**src/rtl/ex_mem_stage.sv**
```systemverilog
// EX/MEM pipeline register for the MIPS32 core. It registers the ALU result and
// controls, resolves MOVN/MOVZ and overflow write suppression, and flags misaligned accesses.
module ex_mem_stage #(
    parameter bit BUBBLE_ZERO_DATA = 1'b1
) (
    input  logic        clock,
    input  logic        reset,
    input  logic        EX_Stall,
    input  logic        EX_Flush,
    input  logic        ALU_Stall,
    input  logic        M_Stall,
    input  logic        M_Flush,
    input  logic [31:0] EX_ALUResult,
    input  logic        EX_BZero,
    input  logic        EX_EXC_Ov,
    input  logic [31:0] EX_ReadData2,
    input  logic [4:0]  EX_RtRd,
    input  logic        EX_RegWrite,
    input  logic        EX_Movn,
    input  logic        EX_Movz,
    input  logic        EX_MemRead,
    input  logic        EX_MemWrite,
    input  logic        EX_MemByte,
    input  logic        EX_MemHalf,
    input  logic        EX_MemSignExtend,
    input  logic        EX_MemtoReg,
    input  logic [31:0] EX_RestartPC,
    input  logic        EX_IsBDS,
    output logic [31:0] M_ALUResult,
    output logic [31:0] M_StoreData,
    output logic [4:0]  M_RtRd,
    output logic        M_RegWrite,
    output logic        M_MemRead,
    output logic        M_MemWrite,
    output logic        M_MemByte,
    output logic        M_MemHalf,
    output logic        M_MemSignExtend,
    output logic        M_MemtoReg,
    output logic [31:0] M_RestartPC,
    output logic        M_IsBDS,
    output logic        M_EXC_Ov,
    output logic        M_EXC_AdEL,
    output logic        M_EXC_AdES,
    output logic        M_Valid
);

    logic [31:0] r_alu_result;
    logic [31:0] r_store_data;
    logic [4:0]  r_rt_rd;
    logic        r_reg_write;
    logic        r_mem_read;
    logic        r_mem_write;
    logic        r_mem_byte;
    logic        r_mem_half;
    logic        r_mem_sign_extend;
    logic        r_mem_to_reg;
    logic [31:0] r_restart_pc;
    logic        r_is_bds;
    logic        r_exc_ov;
    logic        r_exc_adel;
    logic        r_exc_ades;
    logic        r_valid;

    logic w_bubble;
    logic w_word_access;
    logic w_half_access;
    logic w_misaligned;
    logic w_adel;
    logic w_ades;
    logic w_addr_exc;
    logic w_reg_write;

    assign w_bubble      = EX_Stall | EX_Flush | ALU_Stall;
    assign w_word_access = ~EX_MemByte & ~EX_MemHalf;
    assign w_half_access = ~EX_MemByte & EX_MemHalf;
    assign w_misaligned  = (w_word_access & (EX_ALUResult[1:0] != 2'b00))
                         | (w_half_access & EX_ALUResult[0]);
    assign w_adel        = EX_MemRead & w_misaligned;
    assign w_ades        = EX_MemWrite & w_misaligned;
    assign w_addr_exc    = w_adel | w_ades;

    // MOVN writes only when rt != 0, MOVZ only when rt == 0; an overflowing op never writes.
    assign w_reg_write = EX_RegWrite & ~EX_EXC_Ov
                       & ~(EX_Movn & EX_BZero)
                       & ~(EX_Movz & ~EX_BZero);

    always_ff @(posedge clock) begin
        if (reset) begin
            r_alu_result      <= 32'd0;
            r_store_data      <= 32'd0;
            r_rt_rd           <= 5'd0;
            r_reg_write       <= 1'b0;
            r_mem_read        <= 1'b0;
            r_mem_write       <= 1'b0;
            r_mem_byte        <= 1'b0;
            r_mem_half        <= 1'b0;
            r_mem_sign_extend <= 1'b0;
            r_mem_to_reg      <= 1'b0;
            r_restart_pc      <= 32'd0;
            r_is_bds          <= 1'b0;
            r_exc_ov          <= 1'b0;
            r_exc_adel        <= 1'b0;
            r_exc_ades        <= 1'b0;
            r_valid           <= 1'b0;
        end else if (M_Flush || (!M_Stall && w_bubble)) begin
            // A flush kills the M-stage instruction even while M is stalled.
            r_reg_write       <= 1'b0;
            r_mem_read        <= 1'b0;
            r_mem_write       <= 1'b0;
            r_mem_byte        <= 1'b0;
            r_mem_half        <= 1'b0;
            r_mem_sign_extend <= 1'b0;
            r_mem_to_reg      <= 1'b0;
            r_is_bds          <= 1'b0;
            r_exc_ov          <= 1'b0;
            r_exc_adel        <= 1'b0;
            r_exc_ades        <= 1'b0;
            r_valid           <= 1'b0;
            if (BUBBLE_ZERO_DATA) begin
                r_alu_result <= 32'd0;
                r_store_data <= 32'd0;
                r_rt_rd      <= 5'd0;
                r_restart_pc <= 32'd0;
            end
        end else if (!M_Stall) begin
            r_alu_result      <= EX_ALUResult;
            r_store_data      <= EX_ReadData2;
            r_rt_rd           <= EX_RtRd;
            r_reg_write       <= w_reg_write;
            // A faulting access must never reach the data memory.
            r_mem_read        <= EX_MemRead & ~w_addr_exc;
            r_mem_write       <= EX_MemWrite & ~w_addr_exc;
            r_mem_byte        <= EX_MemByte;
            r_mem_half        <= EX_MemHalf;
            r_mem_sign_extend <= EX_MemSignExtend;
            r_mem_to_reg      <= EX_MemtoReg;
            r_restart_pc      <= EX_RestartPC;
            r_is_bds          <= EX_IsBDS;
            r_exc_ov          <= EX_EXC_Ov;
            r_exc_adel        <= w_adel;
            r_exc_ades        <= w_ades;
            r_valid           <= 1'b1;
        end
    end

    assign M_ALUResult     = r_alu_result;
    assign M_StoreData     = r_store_data;
    assign M_RtRd          = r_rt_rd;
    assign M_RegWrite      = r_reg_write;
    assign M_MemRead       = r_mem_read;
    assign M_MemWrite      = r_mem_write;
    assign M_MemByte       = r_mem_byte;
    assign M_MemHalf       = r_mem_half;
    assign M_MemSignExtend = r_mem_sign_extend;
    assign M_MemtoReg      = r_mem_to_reg;
    assign M_RestartPC     = r_restart_pc;
    assign M_IsBDS         = r_is_bds;
    assign M_EXC_Ov        = r_exc_ov;
    assign M_EXC_AdEL      = r_exc_adel;
    assign M_EXC_AdES      = r_exc_ades;
    assign M_Valid         = r_valid;

endmodule

```
**config.mk**
```make
export PLATFORM = sky130hd
export DESIGN_NAME = ex_mem_stage
export DESIGN_NICKNAME = d
export VERILOG_FILES = /design/src/rtl/ex_mem_stage.sv
export SDC_FILE = /design/constraint.sdc
export NUM_CORES = 1
export LEC_CHECK = 0
export CORE_MARGIN = 2
export CORE_UTILIZATION = 38
export CTS_BUF_LIST = sky130_fd_sc_hd__clkbuf_16
export CTS_CLUSTER_SIZE = 10
export DETAILED_ROUTE_END_ITERATION = 16
export PLACE_DENSITY = 0.8
export RECOVER_POWER = 25
export SLEW_MARGIN = 20
export SYNTH_ARGS = -nofsm -noshare
export SYNTH_HDL_FRONTEND = slang
export SYNTH_SLANG_ARGS = --single-unit
```
**constraint.sdc**
```tcl
create_clock -name clock -period 1.2 [get_ports clock]
set_clock_uncertainty 0.1 [all_clocks]
set_input_delay 0.18 -clock clock [delete_from_list [all_inputs] [get_ports clock]]
set_output_delay 0.18 -clock clock [all_outputs]
set_load 0.05 [all_outputs]
```
### Yosys cells after proc, flatten, opt, wreduce, memory -nomap -nowiden

Cells that the tools add are included.

| word-level totals | value |
|---|---|
| bits in registers | 113 |
| latch bits | 0 |
| bits in writable memories | 0 |
| memory bits (read-only) | 0 |
| output and inout bits | 113 |
| memories kept | 0 |

| cells by class | value |
|---|---|
| add/sub/neg operators | 0 |
| $mul | 0 |
| div/mod/pow operators | 0 |
| magnitude comparators | 0 |
| equality and inequality tests | 0 |
| shift operators | 0 |
| mux-type cells | 0 |
| bitwise operators | 24 |
| reductions and logical operators | 5 |

Operators by type and width:

| operator | number |
|---|---|
| 1-bit bitwise AND | 13 |
| 1-bit NOT | 7 |
| 1-bit OR | 4 |
| 2-bit nonzero test | 1 |
| 2-bit OR reduction | 1 |
| 1-bit logical AND | 1 |
| 1-bit logical NOT | 1 |
| 1-bit logical OR | 1 |

### Depth between registers and ports, before layout

Gate-level depths: netlist of run 1.

| depth | value |
|---|---|
| depth after elaboration | 8 |
| depth in mapped cells | 5 |
| depth with buffers taken out | 3 |

### Worst setup path after synthesis of run 1

No wires, ideal clock.

| timing path | value |
|---|---|
| kind | input-to-reg |
| start point | in M_Stall |
| end point | reg r_alu_result[0], in the netlist M_ALUResult[0] |
| setup time | 0.116 ns |
| arrival time | 0.876 ns |
| required time | 0.984 ns |
| setup slack | 0.108 ns |
| stages | 5 |
| path through | buf_4 > o21ai_2 > buf_4 > buf_6 > nor2_1 |

| on the way | value |
|---|---|
| cells in the longest elaborated chain, start to end | 4 |

RTL lines:

| item | line | RTL |
|---|---|---|
| start: declaration | 11 | `input logic M_Stall,` |
| 1-bit logical NOT | n/a |  |
| 1-bit logical AND | 105 | `end else if (M_Flush \|\| (!M_Stall && w_bubble)) begin` |
| 1-bit logical OR | 105 |  |
| 2-bit OR reduction (no source line) | n/a |  |
| end signal: assignment | 126 | `r_alu_result <= EX_ALUResult;` |
| end: declaration | 47 | `logic [31:0] r_alu_result;` |

Several ways; a longest one is shown, not always the timed one.
A chain may end at the register's enable or synchronous reset.

### Worst setup path in the final report of run 1

| timing path | value |
|---|---|
| start point | reg r_alu_result[15], in the netlist M_ALUResult[15] |
| end point | out M_ALUResult[15] |

RTL lines:

| item | line | RTL |
|---|---|---|
| end: declaration | 29 | `output logic [31:0] M_ALUResult,` |

No word-level cell between the ends.

==> impl_metrics.yaml, run 1 <==
critical_path:
  crit_type: "flop to output pin"
  required_ps: 920
  crit_path_max_incr_delay_ps: 360
  endpoint_kind: "output pin"
  path_cells: "buf_12"
  start_kind: "flop"
  path_buf_inv: 1
  reg2reg_depth: 3
  cpMaxStageDelayCell: "dfxtp_4"
  timing.rr.start: "M_RestartPC[6]$_SDFFE_PP0N_"
  cp-endpoint: "M_ALUResult[15]"
  worstPathMaxFanout: 2
  crit_start: "M_ALUResult[15]$_SDFFE_PP0N_"
  crit_arrival_ps: 910
  reg2reg_slack_ps: 300
  r2r_end: "M_RestartPC[6]$_SDFFE_PP0N_"
  cp_num_cells: 1
  path_delay_family: "flip-flops"
sta:
  clock.fmax_mhz: 837
  hold_viol_final: 0
  rsz0062_at_grt: "true"
  fin_crit_sh: 0.995
  timing.final.crit_period_ps: 1190
  worst_hold_slack_ps: 170
  drv_slew: 0
  finalSetupTns_ps: 0
  worst_pin_slew_ps: 311
  setup_viol: 0
  relSlewSlack: 0.793
power:
  p_total_mw: 10.3
  power.density_mw_per_mm2: 1200
  p_leak_nw: 3.65
  ir_worst_vdd_uv: 866
placement:
  hpwl_um: 10100
  port_buffers: 232
  finalWeightedCongestion: 0.761
cts:
  clk_pin_slew_worst_paths_ps: 60
  clk-insertion-delay-late_ps: 390
  cts_tree: "built"
  numCtsBuffers: 17
  cts.sinks: 113
  h-tree-depth: 4
  cts_root_buf: "clkbuf_16"
  cts_buffer_depth: 2
yosys:
  synth_area_mm2: 0.00409
  yosysSeqAreaShare: 0.553
  yosys.cell_types.count: 16
  syn_avg_cell_area_um2: 10.9
  syn_nets: 494
  yosysWarnings: 0
  synthCells: 374
  synth-seq-cells: 113
global_routing:
  grtUsageMet2: 0.442
  grt_util_all_layers: 0.236
  top_usage_layer: "met2"
  grt_remaining_overflow: 0
  use_met3: 0.0811
  grt_start_max_net_pins: 47
  grt_pass1_vias: 3909
  antenna_found_initial: 0
  use_met1: 0.233
  grt_pass1_wl_um: 20700
detailed_routing:
  first_iter_violations: 100
  post_drt_via_cell_ratio: 4.71
  wl_per_cell_um: 17.5
  antenna_left: 0
  vias: 3687
  first_pass_iters: 4
  wl_um: 13700
  drc: 0
floorplanning:
  start_util: 0.394
  boundaryPins: 233
  die_h_um: 108
  rows: 37
  fp.coreArea_mm2: 0.0104
  die-area_mm2: 0.0116
  die-width_um: 108
layout:
  multi_input_area_mm2: 0.00161
  nets: 753
  drive_above_1_share: 0.450
  area_growth_pct: 112
  diodes: 0
  regArea_mm2: 0.00243
  fillCellCount: 529
outcome:
  status: "finished, final reports clean"
hold_path:
  hold_path_class: "input pin to flop"
flow_run:
  maxCapViolCount: 0
## layout by cell type, fill, tap and decap left out, types with 2 or more instances in the layout
cell / netlist / final
o211ai_1: 2 / 2
clkbuf_16: 0 / 17
buf_4: 7 / 20
buf_12: 0 / 126
nand2_1: 2 / 2
clkinv_4: 0 / 4
dfxtp_2: 0 / 103
a21oi_1: 3 / 3
inv_1: 1 / 2
mux2i_1: 110 / 110
clkinvlp_4: 0 / 4
dfxtp_4: 0 / 10
clkinv_1: 0 / 2
bufinv_16: 0 / 2
clkinv_2: 0 / 2
nor3_1: 2 / 2
nor2_1: 111 / 111
clkdlybuf4s50_1: 0 / 117
## where the power goes
group          switching [mW]  total [mW]  internal (mW)
Sequential             0.0876        3.92           3.83
Clock                    1.82        4.85           3.03
Combinational           0.663        1.58          0.913
Total                    2.57        10.3           7.77
## stage by stage
step / setup WS (ps) / cells / cell area (µm²) / utilization
6_report: 5.91 / 782 / 8650 / 0.834
5_1_grt: -19.3 / 782 / 8650 / 0.834
4_1_cts: -9.54 / 774 / 8570 / 0.826
3_5_place_dp: -370 / 740 / 7840 / 0.756
3_3_place_gp: -320 / 740 / 7840 / 0.756
2_1_floorplan: 108 / 374 / 4090 / -
## cells by family (layout without fill, tap and decap cells)
kind of cell    count (synthesis)  count (layout)  synth area share
compound gates                  8               8            0.0135
buf+inv                        26             298            0.0541
flops                         113             113             0.553
mux                           110             110             0.269
simple gates                  117             117             0.110
## timing repair
| action | 4_1_cts | 5_1_grt |
|---|---|---|
| hold buffers | 0 | 0 |
| buffers inserted | 2 | 8 |
| endpoints found under the setup margin | 113 | 69 |
| gates cloned | 0 | 0 |
| gates resized for setup | 113 | 11 |
## worst register-to-register path: cells and delay by family (launching register included)
family | cells | cell delay, ps
flip-flops | 1 | 340
buffers and inverters | 1 | 130
AND/OR/NAND/NOR | 1 | 60
multiplexers | 1 | 160
## cell usage after synthesis
library cell  number  area, µm²
buf_2              6       30.0
mux2i_1          110       1100
nor2_1           111        417
inv_1              1       3.75
a21oi_1            3       15.0
nor3_2             1       10.0
nor2b_1            1       6.26
dfxtp_1          113       2260
buf_4              7       52.6
o21a_1             1       7.51
nor3_1             2       10.0
o21ai_2            1       8.76
nand2_1            2       7.51
a32oi_1            1       8.76
o211ai_1           2       15.0
buf_6             12        135
## final cells by class
type	instances	area share
Clock buffer	17	0.0492
Tap cell	136	0.0197
Clock inverter	15	0.0169
Sequential cell	113	0.281
Inverter	1	0.000434
Multi-Input combinational cell	235	0.187
Timing Repair Buffer	265	0.447
## sequential cells by signal (all words and copies together) (netlist names)
register,flops
M_EXC_AdEL,1
M_MemByte,1
M_MemHalf,1
M_MemtoReg,1
M_StoreData,32
M_MemRead,1
M_MemWrite,1
M_RtRd,5
M_IsBDS,1
M_Valid,1
M_EXC_Ov,1
M_RegWrite,1
M_RestartPC,32
M_ALUResult,32
M_MemSignExtend,1
M_EXC_AdES,1
## worst min-delay path by stage
| stage | slack (ps) | from | endpoint | cells past startpoint |
|---|---|---|---|---|
| 2_1_floorplan | 220 | EX_ALUResult[0] | M_ALUResult[0]$_SDFFE_PP0N_ | 2 |
| 3_3_place_gp | 380 | M_Valid$_SDFFE_PP0N_ | M_Valid$_SDFFE_PP0N_ | 2 |
| 3_5_place_dp | 380 | M_Valid$_SDFFE_PP0N_ | M_Valid$_SDFFE_PP0N_ | 2 |
| 4_1_cts | 170 | M_Stall | M_EXC_AdEL$_SDFFE_PP0N_ | 4 |
| 5_1_grt | 180 | M_Stall | M_EXC_AdEL$_SDFFE_PP0N_ | 4 |
| 6_report | 170 | M_Stall | M_EXC_AdEL$_SDFFE_PP0N_ | 4 |
## metal layers
layer	vias up	wire length (µm)
met2	160	7430
met4	0	389
met1	1729	4890
met3	32	996
li1	1766	-
met5	-	0
(Power assumes the default switching activity.)
==> run 2, diff against run 1 <==
--- a/config.mk
+++ b/config.mk
@@ -10,7 +10,7 @@
 export CTS_BUF_LIST = sky130_fd_sc_hd__clkbuf_16
 export CTS_CLUSTER_SIZE = 10
 export DETAILED_ROUTE_END_ITERATION = 16
-export PLACE_DENSITY = 0.8
+export PLACE_DENSITY = 0.88
 export RECOVER_POWER = 25
 export SLEW_MARGIN = 20
 export SYNTH_ARGS = -nofsm -noshare
==> impl_metrics.yaml, run 2 (synthesized netlist as in run 1, its figures left out) <==
layout:
  final_util: 0.828
  area_growth_pct: 110
  fillCellCount: 553
  drive_above_1_share: 0.449
  mostFrequentLayoutCell: "buf_12"
  layout.cells.most_common_list: "125 x buf_12, 115 x clkdlybuf4s50_1, 110 x mux2i_1"
  nets: 743
  diodes: 0
floorplanning:
  fp.coreArea_mm2: 0.0104
  die-width_um: 108
  start_util: 0.394
  rows: 37
  boundaryPins: 233
  die_h_um: 108
  die-area_mm2: 0.0116
flow_run:
  maxCapViolCount: 0
sta:
  finalSetupTns_ps: 0
  worst_hold_slack_ps: 163
  hold_viol_final: 0
  relSlewSlack: 0.715
  timing.final.crit_period_ps: 1200
  clock.fmax_mhz: 835
  rsz0062_at_grt: "true"
  worst_pin_slew_ps: 416
  setup_viol: 0
  fin_crit_sh: 0.998
  drv_slew: 0
  fin_ws_ps: 2.94
cts:
  postCtsHoldBufs: 0
  h-tree-depth: 4
  numCtsBuffers: 17
  cts_buffer_depth: 2
  clk_pin_slew_worst_paths_ps: 60
  clk-insertion-delay-late_ps: 380
  cts_tree: "built"
  cts_root_buf: "clkbuf_16"
  cts.sinks: 113
detailed_routing:
  drc: 0
  first_pass_iters: 4
  wl_um: 14300
  first_iter_violations: 115
  wl_per_cell_um: 18.6
  antenna_left: 0
  vias: 3703
  post_drt_via_cell_ratio: 4.80
hold_path:
  hold_path_class: "input pin to flop"
  min-delay-start: "M_Stall"
critical_path:
  crit_arrival_ps: 1360
  start_kind: "input pin"
  crit_start: "M_Flush"
  crit_type: "input pin to flop"
  endpoint_kind: "flop"
  required_ps: 1360
  timing.rr.start: "M_RestartPC[15]$_SDFFE_PP0N_"
  worstPathMaxFanout: 50
global_routing:
  grt_util_all_layers: 0.242
  antenna_found_initial: 0
  grt_remaining_overflow: 0
  grt_pass1_vias: 4145
  grt_pass1_wl_um: 21500
  grt_start_max_net_pins: 51
power:
  p_comb_frac: 0.159
  p_sw_mw: 2.48
  p_sw_frac: 0.247
  clkPwrFrac: 0.448
  power.density_mw_per_mm2: 1170
  intPower_mw: 7.54
  ir_worst_vdd_uv: 1150
  p_leak_nw: 3.62
  seqPwrFrac: 0.393
placement:
  port_buffers: 232
  finalWeightedCongestion: 0.808
  pre_cts_slack_ps: -355
  hpwl_um: 10300
outcome:
  status: "finished, final reports clean"
run 2: cell types whose count changed in the layout (fill, tap and decap cells not counted), sizes merged:
cell	delta
buf	-12
dlymetal6s2s	+3
clkbuf	+2
clkdlybuf4s50	-2
bufinv	-1
clkinv	+1
clkinvlp	-1
dlygate4sd3	-1
run 2: worst paths after layout:
| kind | endpoint | slack, ps | cells past startpoint |
|---|---|---|---|
| worst max-delay path | M_ALUResult[25]$_SDFFE_PP0N_ | 3 | 5 |
| worst min-delay path | M_RegWrite$_SDFFE_PP0N_ | 160 | 4 |
| worst max register to register | M_RestartPC[15]$_SDFFE_PP0N_ | 190 | 2 |
| worst min register to register | M_EXC_AdEL$_SDFFE_PP0N_ | 380 | 2 |
run 2: layer usage:
metal / routed length (µm) / share of wire / track usage / up-vias
li1: - / - / - / 1745
met1: 4700 / 0.33 / 0.235 / 1748
met2: 7970 / 0.56 / 0.462 / 170
met3: 1080 / 0.075 / 0.0732 / 40
met4: 564 / 0.039 / 0.114 / 0
met5: 0 / 0 / 0 / -
run 2: what timing repair did:
action                                  CTS  global route
cloned                                    0             2
endpoints found under the setup margin  113            24
resized for setup                       113            18
buffers inserted                          0             1
pin swaps                                 1             2
run 2: worst max-delay path, cell delays in order:
cell	delay [ps]
clkdlybuf4s50_1	490
nor2_1	80
o21ai_4	100
buf_6	370
nor2_1	120
run 2: area by class of cell:
cell class                      instances  area, µm²  share of cell area
Timing Repair Buffer                  255       3830               0.446
Sequential cell                       113       2420               0.282
Multi-Input combinational cell        235       1640               0.191
Clock buffer                           17        425              0.0495
Tap cell                              136        170              0.0198
Clock inverter                         14        101              0.0118
Inverter                                1       3.75            0.000437
run 2: stage by stage:
stage / std cells / power [mW] / instance area (µm²)
3_3_place_gp: 737 / 5.50 / 7800
3_5_place_dp: 737 / 5.55 / 7800
5_1_grt: 771 / 10.4 / 8590
2_1_floorplan: 374 / 4.64 / 4090
4_1_cts: 768 / 10.0 / 8480
6_report: 771 / 10.0 / 8590
run 2: power groups by stage:
stage          sequential, mW  clock, mW  combinational [mW]
3_3_place_gp             4.00          0                1.51
5_1_grt                  3.94       4.75                1.67
6_report                 3.93       4.49                1.59
4_1_cts                  3.94       4.52                1.56
2_1_floorplan            4.23          0               0.411
3_5_place_dp             4.00          0                1.55
==> run 3, diff against run 2 <==
--- a/config.mk
+++ b/config.mk
@@ -10,6 +10,7 @@
 export CTS_BUF_LIST = sky130_fd_sc_hd__clkbuf_16
 export CTS_CLUSTER_SIZE = 10
 export DETAILED_ROUTE_END_ITERATION = 16
+export MAX_ROUTING_LAYER = met4
 export PLACE_DENSITY = 0.88
 export RECOVER_POWER = 25
 export SLEW_MARGIN = 20
==> impl_metrics.yaml, run 3 (synthesized netlist as in run 1, its figures left out) <==
outcome:
  status: "finished, violations left"
  violations: "negative setup slack"
sta:
  worst_pin_slew_ps: 402
  relSlewSlack: 0.724
  drv_slew: 0
  timing.final.crit_period_ps: 1200
  rsz0062_at_grt: "true"
  hold_viol_final: 0
  fin_crit_sh: 1.00
  fin_ws_ps: -2.93
  clock.fmax_mhz: 831
  setup_viol: 2
critical_path:
  endpoint_kind: "flop"
  worstPathMaxFanout: 50
  path_buf_inv: 2
  cpMaxStageDelayCell: "clkdlybuf4s50_1"
  start_kind: "input pin"
  reg2reg_depth: 2
  cp_common_cell: "nor2_1"
  path_cells: "clkdlybuf4s50_1, nor2_1, o21ai_4, buf_6, nor2_1"
  reg2reg_slack_ps: 200
  crit_path_max_incr_delay_ps: 490
  path_delay_family: "buffers and inverters"
  crit_arrival_ps: 1360
  timing.rr.start: "M_RestartPC[15]$_SDFFE_PP0N_"
  required_ps: 1360
  r2r_end: "M_RestartPC[15]$_SDFFE_PP0N_"
  crit_type: "input pin to flop"
global_routing:
  grt_util_all_layers: 0.249
  grt_pass1_vias: 4156
  antenna_found_initial: 0
  grt_remaining_overflow: 0
  grt_start_max_net_pins: 51
  grt_pass1_wl_um: 21400
detailed_routing:
  wl_per_cell_um: 18.6
  drc: 0
  first_iter_violations: 107
  vias: 3761
  post_drt_via_cell_ratio: 4.88
  wl_um: 14400
  first_pass_iters: 4
  antenna_left: 0
floorplanning:
  die-area_mm2: 0.0116
  start_util: 0.394
  boundaryPins: 233
  rows: 37
  fp.coreArea_mm2: 0.0104
  die-width_um: 108
  die_h_um: 108
layout:
  layout.cells.most_common_list: "125 x buf_12, 115 x clkdlybuf4s50_1, 110 x mux2i_1"
  area_growth_pct: 110
  drive_above_1_share: 0.449
  mostFrequentLayoutCell: "buf_12"
  nets: 743
  final_util: 0.828
  diodes: 0
power:
  power.density_mw_per_mm2: 1170
  p_sw_frac: 0.248
  p_comb_frac: 0.159
  p_leak_nw: 3.62
  p_total_mw: 10.0
  p_sw_mw: 2.49
  seqPwrFrac: 0.392
  clkPwrFrac: 0.449
  intPower_mw: 7.54
  ir_worst_vdd_uv: 1030
cts:
  cts_root_buf: "clkbuf_16"
  clk_pin_slew_worst_paths_ps: 60
  cts_buffer_depth: 2
  numCtsBuffers: 17
  postCtsHoldBufs: 0
  h-tree-depth: 4
  cts.sinks: 113
  clk-insertion-delay-late_ps: 390
  cts_tree: "built"
hold_path:
  hold_depth: 4
  hold_path_class: "input pin to flop"
  min-delay-start: "M_Stall"
  holdPathEnd: "M_RegWrite$_SDFFE_PP0N_"
flow_run:
  maxCapViolCount: 0
placement:
  port_buffers: 232
  hpwl_um: 10300
  finalWeightedCongestion: 0.820
[run 3: cell counts in the layout (fill, tap and decap cells not counted)]
No cell type changed its count.
[run 3: worst max-delay path by stage]
stage                                            start  slack, ps                            to  cells past startpoint
after floorplan                                M_Stall        110   M_ALUResult[0]$_SDFFE_PP0N_                      5
after global placement                        EX_Flush       -320          M_Valid$_SDFFE_PP0N_                      6
after detailed placement                      EX_Flush       -360   M_StoreData[5]$_SDFFE_PP0N_                      6
after CTS                 M_StoreData[29]$_SDFFE_PP0N_        0.3               M_StoreData[29]                      1
after global routing                           M_Flush        -20  M_StoreData[25]$_SDFFE_PP0N_                      5
final                                          M_Flush         -3  M_ALUResult[25]$_SDFFE_PP0N_                      5
[run 3: layer usage]
metal / up-vias / share of wire / GRT usage
li1: 1747 / - / -
met1: 1800 / 0.34 / 0.238
met2: 176 / 0.56 / 0.463
met3: 38 / 0.064 / 0.0678
met4: 0 / 0.039 / 0.112
met5: - / 0 / -
[run 3: area by class of cell]
| cell class | instances | area, µm² |
|---|---|---|
| tap | 136 | 170 |
| inverter | 1 | 3.75 |
| multi-input combinational | 235 | 1640 |
| fill | 553 | 1780 |
| clock buffer | 17 | 425 |
| timing repair buffer | 255 | 3830 |
| sequential | 113 | 2420 |
| clock inverter | 14 | 101 |
[run 3: worst reg2reg max path: cells and delay by family, from the launching register on]
kind          cells  cell delay, ps
flops             1             360
mux               1             350
simple gates      1              70
[run 3: metrics by stage]
stage / TNS (ps) / setup WS (ps) / hold slack [ps] / cells / cell area, µm²
after floorplan: 0 / 108 / 224 / 374 / 4090
after global placement: -31160 / -323 / 373 / 737 / 7800
after detailed placement: -33870 / -355 / 400 / 737 / 7800
after CTS: 0 / 0.338 / 159 / 768 / 8480
after global routing: -78.1 / -21.3 / 190 / 771 / 8590
final: -4.09 / -2.93 / 168 / 771 / 8590
[run 3: power by group through the flow]
stage | clock (mW) | sequential, mW | combinational [mW]
after floorplan | 0 | 4.23 | 0.411
after global placement | 0 | 4.00 | 1.51
after detailed placement | 0 | 4.00 | 1.55
after CTS | 4.52 | 3.94 | 1.56
after global routing | 4.74 | 3.94 | 1.66
final | 4.50 | 3.93 | 1.60
[run 3: what timing repair did]
action | 4_1_cts | 5_1_grt
cloned | 0 | 2
pin swaps | 1 | 2
setup buffers | 0 | 1
endpoints found under the setup margin | 113 | 24
resized for setup | 113 | 18
